===== src/rtl/lfsr_rr_arbiter.sv =====
// Round-robin burst arbiter sharing one 8-bit Fibonacci LFSR byte engine among NREQ requesters.
// The granted requester gets one byte per cycle until it drops req or hits BURST_MAX bytes.
// An idle cycle always separates consecutive grants.
module lfsr_rr_arbiter #(
  parameter int unsigned NREQ      = 4,
  parameter int unsigned BURST_MAX = 4,
  parameter logic [7:0]  SEED_RST  = 8'h01,
  localparam int unsigned OwnerW   = (NREQ > 1) ? $clog2(NREQ) : 1
) (
  input  logic              clk,
  input  logic              rst,
  input  logic              load,
  input  logic [7:0]        seed,
  input  logic [NREQ-1:0]   req,
  output logic [NREQ-1:0]   gnt,
  output logic [OwnerW-1:0] owner,
  output logic              rnd_valid,
  output logic [7:0]        rnd_data,
  output logic              busy
);

  localparam logic [7:0]        BurstMax = 8'(BURST_MAX);
  localparam logic [OwnerW-1:0] LastIdx  = OwnerW'(NREQ - 1);
  localparam logic [NREQ-1:0]   OneBit   = NREQ'(1);

  typedef enum logic [0:0] {StIdle, StGrant} state_e;

  state_e              state_q, state_d;
  logic [7:0]          s_q, s_d;
  logic [NREQ-1:0]     gnt_q, gnt_d;
  logic [OwnerW-1:0]   owner_q, owner_d;
  logic [OwnerW-1:0]   ptr_q, ptr_d;
  logic [7:0]          cnt_q, cnt_d;
  logic                rnd_valid_q, rnd_valid_d;
  logic [7:0]          rnd_data_q, rnd_data_d;

  logic                win_found;
  logic [OwnerW-1:0]   win_idx;
  logic [7:0]          s_next;

  // Engine step: shift left, feedback from taps 7,6,5,3
  always_comb begin
    s_next = {s_q[6:0], s_q[7] ^ s_q[6] ^ s_q[5] ^ s_q[3]};
  end

  // Round-robin winner search starting at ptr (inclusive)
  always_comb begin
    int unsigned idx;
    idx       = 0;
    win_found = 1'b0;
    win_idx   = '0;
    for (int unsigned i = 0; i < NREQ; i++) begin
      idx = (int'(ptr_q) + i) % NREQ;
      if (!win_found && req[idx]) begin
        win_found = 1'b1;
        win_idx   = OwnerW'(idx);
      end
    end
  end

  // State register and all datapath flops
  always_ff @(posedge clk or posedge rst) begin
    if (rst) begin
      state_q     <= StIdle;
      s_q         <= SEED_RST;
      gnt_q       <= '0;
      owner_q     <= '0;
      ptr_q       <= '0;
      cnt_q       <= '0;
      rnd_valid_q <= 1'b0;
      rnd_data_q  <= '0;
    end else begin
      state_q     <= state_d;
      s_q         <= s_d;
      gnt_q       <= gnt_d;
      owner_q     <= owner_d;
      ptr_q       <= ptr_d;
      cnt_q       <= cnt_d;
      rnd_valid_q <= rnd_valid_d;
      rnd_data_q  <= rnd_data_d;
    end
  end

  // Next-state: load beats arbitration; a byte is produced only when the engine steps
  always_comb begin
    state_d     = state_q;
    s_d         = s_q;
    gnt_d       = gnt_q;
    owner_d     = owner_q;
    ptr_d       = ptr_q;
    cnt_d       = cnt_q;
    rnd_valid_d = 1'b0;
    rnd_data_d  = rnd_data_q;
    if (load) begin
      // All-zero would lock the LFSR, so substitute the reset seed
      s_d     = (seed == 8'h00) ? SEED_RST : seed;
      gnt_d   = '0;
      state_d = StIdle;
    end else begin
      unique case (state_q)
        StIdle: begin
          if (win_found) begin
            gnt_d       = OneBit << win_idx;
            owner_d     = win_idx;
            rnd_valid_d = 1'b1;
            rnd_data_d  = s_q;
            s_d         = s_next;
            cnt_d       = 8'd1;
            state_d     = StGrant;
          end
        end
        StGrant: begin
          if (req[owner_q] && (cnt_q < BurstMax)) begin
            rnd_valid_d = 1'b1;
            rnd_data_d  = s_q;
            s_d         = s_next;
            cnt_d       = cnt_q + 8'd1;
          end else begin
            gnt_d   = '0;
            ptr_d   = (owner_q == LastIdx) ? '0 : owner_q + 1'b1;
            state_d = StIdle;
          end
        end
        default: state_d = StIdle;
      endcase
    end
  end

  // Outputs come straight from flops
  always_comb begin
    gnt       = gnt_q;
    owner     = owner_q;
    rnd_valid = rnd_valid_q;
    rnd_data  = rnd_data_q;
    busy      = (state_q == StGrant);
  end

endmodule


===== config.mk =====
export PLATFORM = sky130hd
export DESIGN_NAME = lfsr_rr_arbiter
export DESIGN_NICKNAME = d
export VERILOG_FILES = /design/src/rtl/lfsr_rr_arbiter.sv
export SDC_FILE = /design/constraint.sdc
export NUM_CORES = 1
export LEC_CHECK = 0
export ABC_AREA = 1
export CORE_UTILIZATION = 50
export DETAILED_ROUTE_END_ITERATION = 6
export GPL_TIMING_DRIVEN = 0
export MAX_ROUTING_LAYER = met4
export PLACE_DENSITY_LB_ADDON = 0.05
export SLEW_MARGIN = 10
export SYNTH_ARGS = -nofsm -noshare
export SYNTH_HDL_FRONTEND = slang
export SYNTH_SLANG_ARGS = --single-unit

===== constraint.sdc =====
create_clock -name clk -period 4.2 [get_ports clk]
set_input_delay 1.05 -clock clk [delete_from_list [all_inputs] [get_ports clk]]
set_output_delay 1.05 -clock clk [all_outputs]
set_load 0.05 [all_outputs]

# --- Word-level counts from Yosys, hierarchy flattened ---
# Index checks and enable logic that the tools add are counted.
op_classes:
  add_sub_neg: 5
  multipliers: 0
  div_mod_pow: 0
  magnitude_cmp: 6
  eq_ne: 6
  shift: 1
  muxes: 38
  bitwise: 6
  n_reduce_logical: 13
ops:
  columns: ["cell", "n"]
  rows:
  - ["$mux 8", 8]
  - ["$pmux 8 s2", 3]
  - ["$lt 2x3->1 const B", 5]
  - ["$mux 1", 12]
  - ["$mux 4", 3]
  - ["$bmux 1 s2", 5]
  - ["$mux 2", 5]
  - ["$reduce_and 3->1", 3]
  - ["$add 8x1->8 const B", 1]
  - ["$logic_not 8->1", 1]
  - ["$lt 8x3->1 const B", 1]
  - ["$pmux 4 s2", 1]
  - ["$ne 3x3->1 const B", 2]
  - ["$add 2x1->2 const B", 2]
  - ["$add 2x2->2 const B", 2]
  - ["$logic_and 1x1->1", 4]
  - ["$reduce_and 2->1", 2]
  - ["$shl 1x2->4 const A", 1]
  - ["$logic_not 1->1", 3]
  - ["$ne 3x2->1 const B", 1]
  - ["$not 1->1", 3]
  - ["$xor 1x1->1", 3]
  - ["$eq 2x2->1 const B", 1]
  - ["$ne 2x1->1 const B", 1]
  - ["2 further kinds", 2]
word_totals:
  regBits: 33
  latchBits: 0
  ram_bits: 0
  rom_bits: 0
  inputBits: 15
  output_inout_bits: 16
  word_cells: 82
  n_memories: 0

# --- Longest topological paths before layout ---
# Gate-level depths: netlist (run 1).
depth:
  word_depth: 16
  mapped_depth: 12
  ltp_nobuf: 12

# --- Worst setup path after synthesis (run 1) ---
# Ideal clock, no wire load.
synth_timing:
  kind: "in2reg"
  startpoint: "in req[2]"
  endpoint: "reg rnd_data_q[3], in the netlist rnd_data[3]"
  setup_time_ns: 0.118
  arrival_ns: 1.975
  required_ns: 4.082
  setup_slack_ns: 2.107
  path_stages: 11
  n_path_buf: 1
  path_cell_list: "inv_1 nand2_1 nand3_2 nand2_4 nor2_8 nand3b_4 nand2_4 nand2_4 buf_6 nand2_2 nand2_1"
synth_between:
  elab_chain_cells: 14
  elab_cells_between_ends: 24
  cone_classes: "2 x eq/ne; 14 x mux; 8 x reduce/logical"
synth_lines:
  columns: ["element", "line_no", "text"]
  rows:
  - ["start: declaration", "14", "input logic [NREQ-1:0] req,"]
  - ["$bmux 1 s2", "54", "if (!win_found && req[idx]) begin"]
  - ["$mux 1 (not written as such)", "54", null]
  - ["$mux 1", "54", null]
  - ["$logic_not 1->1", "54", null]
  - ["$logic_and 1x1->1", "54", null]
  - ["$mux 1", "54", null]
  - ["$logic_not 1->1", "54", null]
  - ["$logic_and 1x1->1", "54", null]
  - ["$mux 1", "54", null]
  - ["$logic_not 1->1", "54", null]
  - ["$logic_and 1x1->1", "54", null]
  - ["$mux 1", "54", null]
  - ["$ne 2x2->1 (no line)", null, null]
  - ["$reduce_and 3->1 (no line) (*)", null, null]
  - ["end signal: assignment", "80", "rnd_data_q <= rnd_data_d;"]
  - ["end: declaration", "35", "logic [7:0] rnd_data_q, rnd_data_d;"]
# Every way passes the cells marked *; elsewhere a longest branch is shown, timed or not. The select of a mux whose other input is x is not followed.
# A chain may end at the register's enable or synchronous reset.

# --- Final worst setup path (run 1) ---
layout_timing:
  startpoint: "reg owner_q[0], in the netlist owner[0]"
  endpoint: "out owner[0]"
layout_rtl:
  columns: ["element", "line_no", "text"]
  rows:
  - ["start: declaration", "31", "logic [OwnerW-1:0] owner_q, owner_d;"]
  - ["start signal: assignment", "76", "owner_q <= owner_d;"]
  - ["end: declaration", "16", "output logic [OwnerW-1:0] owner,"]
# No word-level cell between the ends.

==> impl_metrics.env, run 1 <==
export IMPL_yosysTopAreaCell="dfrtp_1"
export IMPL_place_congestion=0.839
export IMPL_status="complete, no violations"
export IMPL_grt_use_total_pct=21.4
export IMPL_cts_sinks=33
export IMPL_cp_num_buf_inv=1
export IMPL_hold_viol=0
export IMPL_synth_edf_count=0
export IMPL_die_area_um2=4080
export IMPL_grt_antenna_before_repair=0
export IMPL_finClkSkew_ns=0.00541
export IMPL_slew_violations=0
export IMPL_cp_slowest_stage_delay_ns=0.86
export IMPL_rsz0062_at_grt="no"
export IMPL_drc=0
export IMPL_post_cts_setup_buffers=0
export IMPL_placed_area_um2=2270
export IMPL_synth_simple_gate_area_share_pct=40.4
export IMPL_dr_total_vias=1625
export IMPL_leakage_nw=1.26
export IMPL_vdd_ir_drop_max_mv=0.439
export IMPL_syn_inst=249
export IMPL_clk_latency_ns=0.28
export IMPL_period_minus_slack_ns=2.69
export IMPL_synthArstFlopShare_pct=100
export IMPL_p_switching_mw=0.967
export IMPL_finalSetupViolCount=0
export IMPL_synth_area_per_cell_um2=7.69
export IMPL_setup_tns_final_ns=0
export IMPL_cts_resized=0
export IMPL_via_per_inst=4.85
export IMPL_die_h_um=63.9
export IMPL_crit_arrival_ns=1.64
export IMPL_start_util_pct=52.3
export IMPL_wl_met2_um=1830
export IMPL_p_total_mw=2.02
export IMPL_cp_cell_sequence="clkdlybuf4s50_1"
export IMPL_synth_compound_area_share_pct=4.51
export IMPL_slowest_stage="clkdlybuf4s50_1"
export IMPL_cp_top_family="buffers and inverters"
export IMPL_area_growth_syn_to_layout_pct=24.9
export IMPL_grt_ovfl_total=0
export IMPL_postLayoutCoreUtil_pct=65.3
export IMPL_fmax_mhz=372
export IMPL_dpl_hpwl_um=2820
export IMPL_place_worst_setup_slack_ns=1.38
export IMPL_p_clk_share_pct=15.0
export IMPL_worst_setup_path_start_kind="flip-flop"
export IMPL_die_width_um=63.9
export IMPL_nNetsFinal=303
export IMPL_worstMarginPinSlew_ns=0.667
export IMPL_io_buffers=30
export IMPL_comb_power_share_pct=57.0
export IMPL_first_iter_violations=110
export IMPL_ant_nets=0
export IMPL_hold_ws_ns=0.475
export IMPL_relSlewSlack_pct=55.4
export IMPL_synth_seq_cells=33
export IMPL_clockBufferDepth=2
export IMPL_powerDensity_nw_per_um2=845
export IMPL_critPathCaptureType="output pin"
export IMPL_tritoncts="built"
export IMPL_routed_wl_um=3770
export IMPL_synth_seq_area_share_pct=43.2
export IMPL_grt_pass1_wl_um=6510
export IMPL_grt_max_degree=34
export IMPL_finalCritPeriodShare_pct=64.0
export IMPL_cts_hold_fix_buffers=0
export IMPL_cts_htree_levels=2
export IMPL_core_area_um2=3660
export IMPL_route_met3_wl_um=96
export IMPL_netlist_area_um2=1910
export IMPL_topRoutingLayerUsed="met4"
export IMPL_dp_cells=327
export IMPL_grt_pass1_vias=1438
export IMPL_path_max_fanout=8
export IMPL_crit_type="reg2out"
export IMPL_clockRootBuffer="clkbuf_8"
export IMPL_drt_pass1_iter_count=4
export IMPL_num_antenna_cells=0
export IMPL_yosysWarnings=0
export IMPL_intPower_mw=1.05
export IMPL_p_sw_share_pct=47.9
export IMPL_rows=22
export IMPL_clk_pin_slew_ns=0.07
export IMPL_synth_area_leaders="dfrtp_1 (42%), nand2_1 (16%), nand3_1 (8.1%)"
export IMPL_critPathRequiredTime_ns=3.15
export IMPL_drive_gt1_share_pct=15.3
export IMPL_drt_wirelength_per_cell_um=11.3
export IMPL_wl_met1_um=1800
export IMPL_ys_flop_type="dfrtp_1"
export IMPL_cts_buffers=5
export IMPL_hold_class="reg2reg"
export IMPL_maxCapViolCount=0
export IMPL_final_area_um2=2390
export IMPL_synthXorXnorAreaFrac_pct=1.37
export IMPL_layout_cells_non_filler=335
export IMPL_p_seq_share_pct=27.9
export IMPL_syn_nets=266
export IMPL_muxShareOfSynthArea_pct=0
export IMPL_setup_slack_ns=1.51
export IMPL_ys_types=26
export IMPL_pin_count=31
export IMPL_yosys_area_top_type_share_pct=41.8
export IMPL_synth_top_family_by_area="simple AND/OR/NAND/NOR gates"
export IMPL_synthAdderAreaFrac_pct=1.31
cells in the final DEF, fill, tap and decap left out, types with 3 or more instances in the layout:
master / count
clkbuf_1: 4
nor2_1: 12
nand2_2: 13
o21ai_0: 10
a21oi_1: 3
clkdlybuf4s50_1: 30
nand3_1: 31
inv_1: 26
buf_6: 4
inv_2: 4
nor2_2: 4
nand4_1: 4
clkbuf_8: 6
dfrtp_1: 32
nand2_4: 6
nand2_1: 82
kinds of logic (layout without fill, tap and decap cells):
kind of cell               after synthesis  count (layout)
buffers and inverters                   38              76
xor gates and xnor gates                 3               3
DFF                                     33              33
and+or+nand+nor                        157             157
adders and majority gates                2               2
AOI/OAI and AO/OA                       16              16
power groups by stage:
stage               Sequential (mW)  Clock, mW  Combinational [mW]
floorplan                     0.766          0               0.666
global placement              0.566          0                1.14
detailed placement            0.568          0                1.16
CTS                           0.564      0.310                1.16
global route                  0.580      0.332                1.26
finish                        0.565      0.304                1.15
cells in the mapped netlist, types with 2 or more instances:
cell,count
nand2_1,82
inv_2,3
clkbuf_1,3
nand3_2,2
dfrtp_1,32
nand4_1,4
nand2_4,6
nand2_2,13
inv_1,27
nor2_1,12
ha_1,2
o21ai_0,10
a21oi_1,3
xnor2_1,2
nor2_2,4
buf_6,4
nand3_1,31
final cells by class:
cell class              count  area (um^2)
clock inverters             1         30.0
repair buffers             30          300
flip-flops and latches     33          827
fillers                   332         1270
well taps                  48         60.1
multi-input cells         178          911
clock buffers               7         86.3
plain buffers               8         63.8
inverters                  30          113
state kept, by name (all words and copies together) (netlist names):
register	cells
owner	2
rnd_valid	1
cnt_q	8
ptr_q	2
rnd_data	8
gnt	4
s_q	8
path summary, 6_finish.rpt:
path / startpoint / end / slack (ns) / cells past startpoint
setup / recovery: owner[0]$_DFFE_PP0P_ / owner[0] / 1.51 / 1
hold / removal: gnt[0]$_DFFE_PP0P_ / gnt[0]$_DFFE_PP0P_ / 0.47 / 2
max in group asynchronous: rst / ptr_q[0]$_DFFE_PP0P_ / 2.58 / 2
hold reg to reg: gnt[0]$_DFFE_PP0P_ / gnt[0]$_DFFE_PP0P_ / 0.47 / 2
setup reg to reg: owner[0]$_DFFE_PP0P_ / rnd_data[5]$_DFFE_PP0P_ / 2.46 / 7
min in group asynchronous: rst / gnt[2]$_DFFE_PP0P_ / 1.19 / 2
routing by layer:
layer / up-vias / global-route usage, %
met5: - / -
met1: 738 / 26.7
li1: 854 / -
met4: 0 / 8.52
met2: 29 / 34.4
met3: 4 / 3.75
(Power assumes the default switching activity.)
==> run 2: changes to the inputs <==
- clock period: 4.2 -> 2.52 ns (I/O delays scaled with it)
==> results of run 2 <==
Same layout as run 1 (identical final DEF). Status: complete, no violations.
Among the figures that moved: setup slack after placement 1.38 ns -> 0.124 ns; setup slack after layout 1.51 ns -> 0.252 ns; register-to-register setup slack 2.46 ns -> 0.78 ns; total power 2.02 mW -> 3.37 mW; worst IR drop on VDD 0.439 mV -> 0.732 mV
